--- config.mk ---
export PLATFORM = sky130hd
export DESIGN_NAME = pulse_shaper
export DESIGN_NICKNAME = d
export VERILOG_FILES = /design/src/rtl/pulse_shaper.sv
export SDC_FILE = /design/constraint.sdc
export NUM_CORES = 1
export LEC_CHECK = 0
export CORE_MARGIN = 3
export CORE_UTILIZATION = 63
export DETAILED_ROUTE_END_ITERATION = 10
export PLACE_DENSITY_LB_ADDON = 0.1
export SLEW_MARGIN = 20
export SYNTH_ARGS = -nofsm -noshare
export SYNTH_HDL_FRONTEND = slang
export SYNTH_SLANG_ARGS = --single-unit
--- constraint.sdc ---
create_clock -name clk -period 6.3 [get_ports clk]
set_clock_uncertainty 0.05 [all_clocks]
set_input_delay 1.26 -clock clk [delete_from_list [all_inputs] [get_ports clk]]
set_output_delay 1.26 -clock clk [all_outputs]
set_load 0.02 [all_outputs]
--- src/rtl/pulse_shaper.sv ---
// Multi-channel pulse shaper: each channel turns a level or edge trigger into a
// fixed-length pulse followed by an optional holdoff, with retrigger and drop flagging.
module pulse_shaper #(
  parameter int unsigned CHANNELS = 4,
  parameter int unsigned CNT_W    = 8
) (
  input  logic                clk,
  input  logic                reset,
  input  logic [CHANNELS-1:0] sig,
  input  logic [CNT_W-1:0]    cfg_len,
  input  logic [CNT_W-1:0]    cfg_hold,
  input  logic                cfg_edge,
  input  logic                cfg_retrig,
  output logic [CHANNELS-1:0] osig,
  output logic [CHANNELS-1:0] busy,
  output logic [CHANNELS-1:0] drop
);

  typedef enum logic [1:0] {
    ST_IDLE  = 2'd0,
    ST_PULSE = 2'd1,
    ST_HOLD  = 2'd2
  } state_t;

  state_t              r_state     [CHANNELS];
  state_t              w_state_nxt [CHANNELS];
  logic [CNT_W-1:0]    r_cnt       [CHANNELS];
  logic [CNT_W-1:0]    w_cnt_nxt   [CHANNELS];
  logic [CHANNELS-1:0] r_sig_d;
  logic [CHANNELS-1:0] r_osig;
  logic [CHANNELS-1:0] r_busy;
  logic [CHANNELS-1:0] r_drop;
  logic [CHANNELS-1:0] w_trig;
  logic [CHANNELS-1:0] w_drop_nxt;
  logic [CNT_W-1:0]    w_len_m1;
  logic [CNT_W-1:0]    w_hold_m1;

  // A zero length behaves as a one-cycle pulse.
  assign w_len_m1  = (cfg_len == '0) ? '0 : cfg_len - CNT_W'(1);
  assign w_hold_m1 = cfg_hold - CNT_W'(1);
  assign w_trig    = cfg_edge ? (sig & ~r_sig_d) : sig;

  assign osig = r_osig;
  assign busy = r_busy;
  assign drop = r_drop;

  // Per-channel next-state, counter and drop decode.
  always_comb begin
    w_drop_nxt = '0;
    for (int unsigned i = 0; i < CHANNELS; i++) begin
      w_state_nxt[i] = r_state[i];
      w_cnt_nxt[i]   = r_cnt[i];
      case (r_state[i])
        ST_IDLE: begin
          if (w_trig[i]) begin
            w_state_nxt[i] = ST_PULSE;
            w_cnt_nxt[i]   = w_len_m1;
          end
        end
        ST_PULSE: begin
          if (w_trig[i] && cfg_retrig) begin
            w_cnt_nxt[i] = w_len_m1;
          end else begin
            w_drop_nxt[i] = w_trig[i];
            if (r_cnt[i] != '0) begin
              w_cnt_nxt[i] = r_cnt[i] - CNT_W'(1);
            end else if (cfg_hold != '0) begin
              w_state_nxt[i] = ST_HOLD;
              w_cnt_nxt[i]   = w_hold_m1;
            end else begin
              w_state_nxt[i] = ST_IDLE;
            end
          end
        end
        ST_HOLD: begin
          w_drop_nxt[i] = w_trig[i];
          if (r_cnt[i] != '0) begin
            w_cnt_nxt[i] = r_cnt[i] - CNT_W'(1);
          end else begin
            w_state_nxt[i] = ST_IDLE;
          end
        end
        default: begin
          w_state_nxt[i] = ST_IDLE;
          w_cnt_nxt[i]   = '0;
        end
      endcase
    end
  end

  // State, counters and registered outputs; sig_d resets high to mask a stale edge.
  always_ff @(posedge clk) begin
    if (reset) begin
      r_sig_d <= '1;
      r_osig  <= '0;
      r_busy  <= '0;
      r_drop  <= '0;
      for (int unsigned i = 0; i < CHANNELS; i++) begin
        r_state[i] <= ST_IDLE;
        r_cnt[i]   <= '0;
      end
    end else begin
      r_sig_d <= sig;
      r_drop  <= w_drop_nxt;
      for (int unsigned i = 0; i < CHANNELS; i++) begin
        r_state[i] <= w_state_nxt[i];
        r_cnt[i]   <= w_cnt_nxt[i];
        r_osig[i]  <= (w_state_nxt[i] == ST_PULSE);
        r_busy[i]  <= (w_state_nxt[i] != ST_IDLE);
      end
    end
  end

endmodule
==> flow_summary.json <==
{
  "critical_path_required_ps": 6460,
  "period_share_pct": 63.0,
  "syn_nets": 574,
  "die_height_um": 86.8,
  "synth_edf_count": 0,
  "synth_most_common_cell": "dfxtp_1",
  "cp-start-kind": "primary input",
  "rsz0062_at_grt": "false",
  "grt_use_met1_pct": 40.3,
  "p_int_uw": 852,
  "finalSetupTns_ps": 0,
  "critPathMaxStageDelay_ps": 550,
  "drt_first_pass_iters": 7,
  "switching_share_pct": 43.6,
  "cpMaxStageDelayCell": "a221o_1",
  "use_met3_pct": 6.37,
  "cts_tree": "yes",
  "status": "finished clean",
  "antenna_left": 0,
  "core_area_um2": 6130,
  "syn2layout_area_growth_pct": 11.0,
  "insertion_delay_ps": 320,
  "worst_ep_arrival_time_ps": 4130,
  "instances_no_fill": 621,
  "grt_pass1_wl_um": 18700,
  "grt_pass1_vias": 3922,
  "wl_um": 11400,
  "routedWlPerCell_um": 18.3,
  "post_cts_buffers": 0,
  "p_leak_uw": 0.00177,
  "numCtsBuffers": 5,
  "holdBufCountCts": 0,
  "dieWidth_um": 86.8,
  "synth_cells": 525,
  "crit_type": "in2reg",
  "combinationalPowerShare_pct": 52.1,
  "worstMarginPinSlew_ps": 969,
  "num_io_pins": 36,
  "p_clk_share_pct": 16.0,
  "dominantRegCellSynth": "dfxtp_1",
  "overflow": 0,
  "ys_seq_area_share_pct": 27.3,
  "post-dp-hpwl_um": 8420,
  "fp-row-count": 28,
  "gp_congestion": 0.976,
  "grt_use_total_pct": 30.7,
  "cts.clk_slew.worst_paths_ps": 100,
  "synth_common_cells": "dfxtp_1, nor2_1, nand2_1, inv_1, o21ai_0",
  "worstPathMaxFanout": 14,
  "pwr_density_cell_nw_per_um2": 331,
  "start_util_pct": 67.1,
  "p_sw_uw": 658,
  "r2r_cells": 8,
  "diodes": 0,
  "dp.cells": 613,
  "final_nets": 594,
  "worst_setup_path_end_kind": "flop",
  "irDropWorstVdd_mv": 0.208,
  "hp-class": "reg2reg",
  "clockBufferDepth": 2,
  "cp_cell_sequence": "clkdlybuf4s50_1 -> inv_1 -> ha_1 -> or4b_1 -> nor2_2 -> a221o_1 -> or3_1 -> a221oi_1 -> a311o_1",
  "drc": 0,
  "slew_headroom_pct": 35.2,
  "yosys-top-cells-area": "dfxtp_1, ha_1, o21ai_0",
  "yosysWarnings": 0,
  "finish.utilization_pct": 74.4,
  "viasPerCell": 6.73,
  "post_cts_resized": 0,
  "synth.top_cell.area_share_pct": 27.3,
  "syn_area_per_cell_um2": 7.83,
  "max_freq_mhz": 252,
  "gr-usage-met2_pct": 50.2,
  "hold_depth": 1,
  "hold_viol": 0,
  "min_period_ps": 3970,
  "io_buffers": 35,
  "total_power_uw": 1510,
  "dr_total_vias": 4181,
  "netlist_area_um2": 4110,
  "htreeDepth": 2,
  "synth.distinct_cells": 75,
  "async_flop_share_pct": 0,
  "setup_viol": 0,
  "cts.sinks": 56,
  "ys_ff_latch": 56,
  "busiest_layer": "met2",
  "drive_gt1_share_pct": 6.59,
  "max_cap_violations": 0,
  "cts_root_buffer": "clkbuf_8",
  "antenna_found_initial": 0,
  "sequentialPowerShare_pct": 31.9,
  "slew_viol_final": 0,
  "drtIter0Drc": 583,
  "synth_top_area_cell": "dfxtp_1",
  "grt_max_degree": 23,
  "die_area_um2": 7530
}
## worst max-delay path, delay by kind of cell
kind | cells | cell delay, ps
buf+inv | 2 | 700
fa+ha+maj | 1 | 170
compound gates | 3 | 890
simple gates | 3 | 1110
## final timing paths
check / start / slack [ps] / endpoint
worst max register to register: r_cnt[1][0] / 3560 / r_cnt[1][6]
worst min register to register: r_cnt[0][5] / 450 / r_cnt[0][5]
worst min-delay path: r_cnt[0][5] / 450 / r_cnt[0][5]
worst max-delay path: cfg_hold[0] / 2330 / r_cnt[1][6]
## area by class of cell
cell class	instances	area, µm²
inverter	39	146
timing repair buffer	35	350
tap	75	93.8
clock buffer	6	72.6
fill	458	1570
sequential	56	1120
clock inverter	2	38.8
multi-input combinational	408	2740
## sequential cells by signal (all words and copies together), names as in the netlist
name     flops
busy         4
osig         4
drop         4
r_sig_d      4
r_cnt       32
r_state      8
## routing by layer
metal | vias to the layer above | routed length (µm)
met4 | 0 | 204
met3 | 25 | 1080
li1 | 1982 | -
met2 | 236 | 5310
met5 | - | 0
met1 | 1938 | 4760
## power by group through the flow
stage                     Combinational, µW  Sequential, µW  Clock (µW)
final                                   786             481         242
after global routing                    863             490         262
after CTS                               765             479         247
after detailed placement                760             487           0
after global placement                  736             483           0
after floorplan                         603             483           0
## placed cells by master (no fill, tap or decap), types with 6 or more instances in the layout
| master | count |
|---|---|
| nand2_1 | 45 |
| or4_1 | 6 |
| nor4_1 | 8 |
| ha_1 | 25 |
| a211oi_1 | 8 |
| inv_1 | 39 |
| or2_2 | 10 |
| o31ai_1 | 7 |
| nor3_1 | 11 |
| or3_1 | 7 |
| xnor2_1 | 10 |
| clkdlybuf4s50_1 | 35 |
| nand2b_1 | 7 |
| nor2_1 | 46 |
| mux2i_1 | 7 |
| a21oi_1 | 30 |
| a222oi_1 | 16 |
| dfxtp_1 | 56 |
| o2bb2ai_1 | 12 |
| nand3_1 | 14 |
| xor2_1 | 11 |
| o21ai_0 | 38 |
## through the flow
stage / setup slack, ps / cell area [µm²] / hold WS [ps]
after global routing: 2200 / 4560 / 476
after detailed placement: 2110 / 4450 / 436
after global placement: 2140 / 4450 / 424
after CTS: 2440 / 4560 / 451
after floorplan: 3140 / 4110 / 399
final: 2330 / 4560 / 447
## kinds of logic (layout without fill, tap and decap cells)
family | count (synthesis) | count (layout) | share of synthesized area (%)
xor gates and xnor gates | 21 | 21 | 4.47
adders and majority gates | 25 | 25 | 7.61
DFF | 56 | 56 | 27.3
and+or+nand+nor | 185 | 185 | 23.2
AOI/OAI and AO/OA | 170 | 170 | 29.6
muxes | 7 | 7 | 1.70
buffers and inverters | 61 | 82 | 6.11
Note: power is estimated with default switching activity, not from simulation.
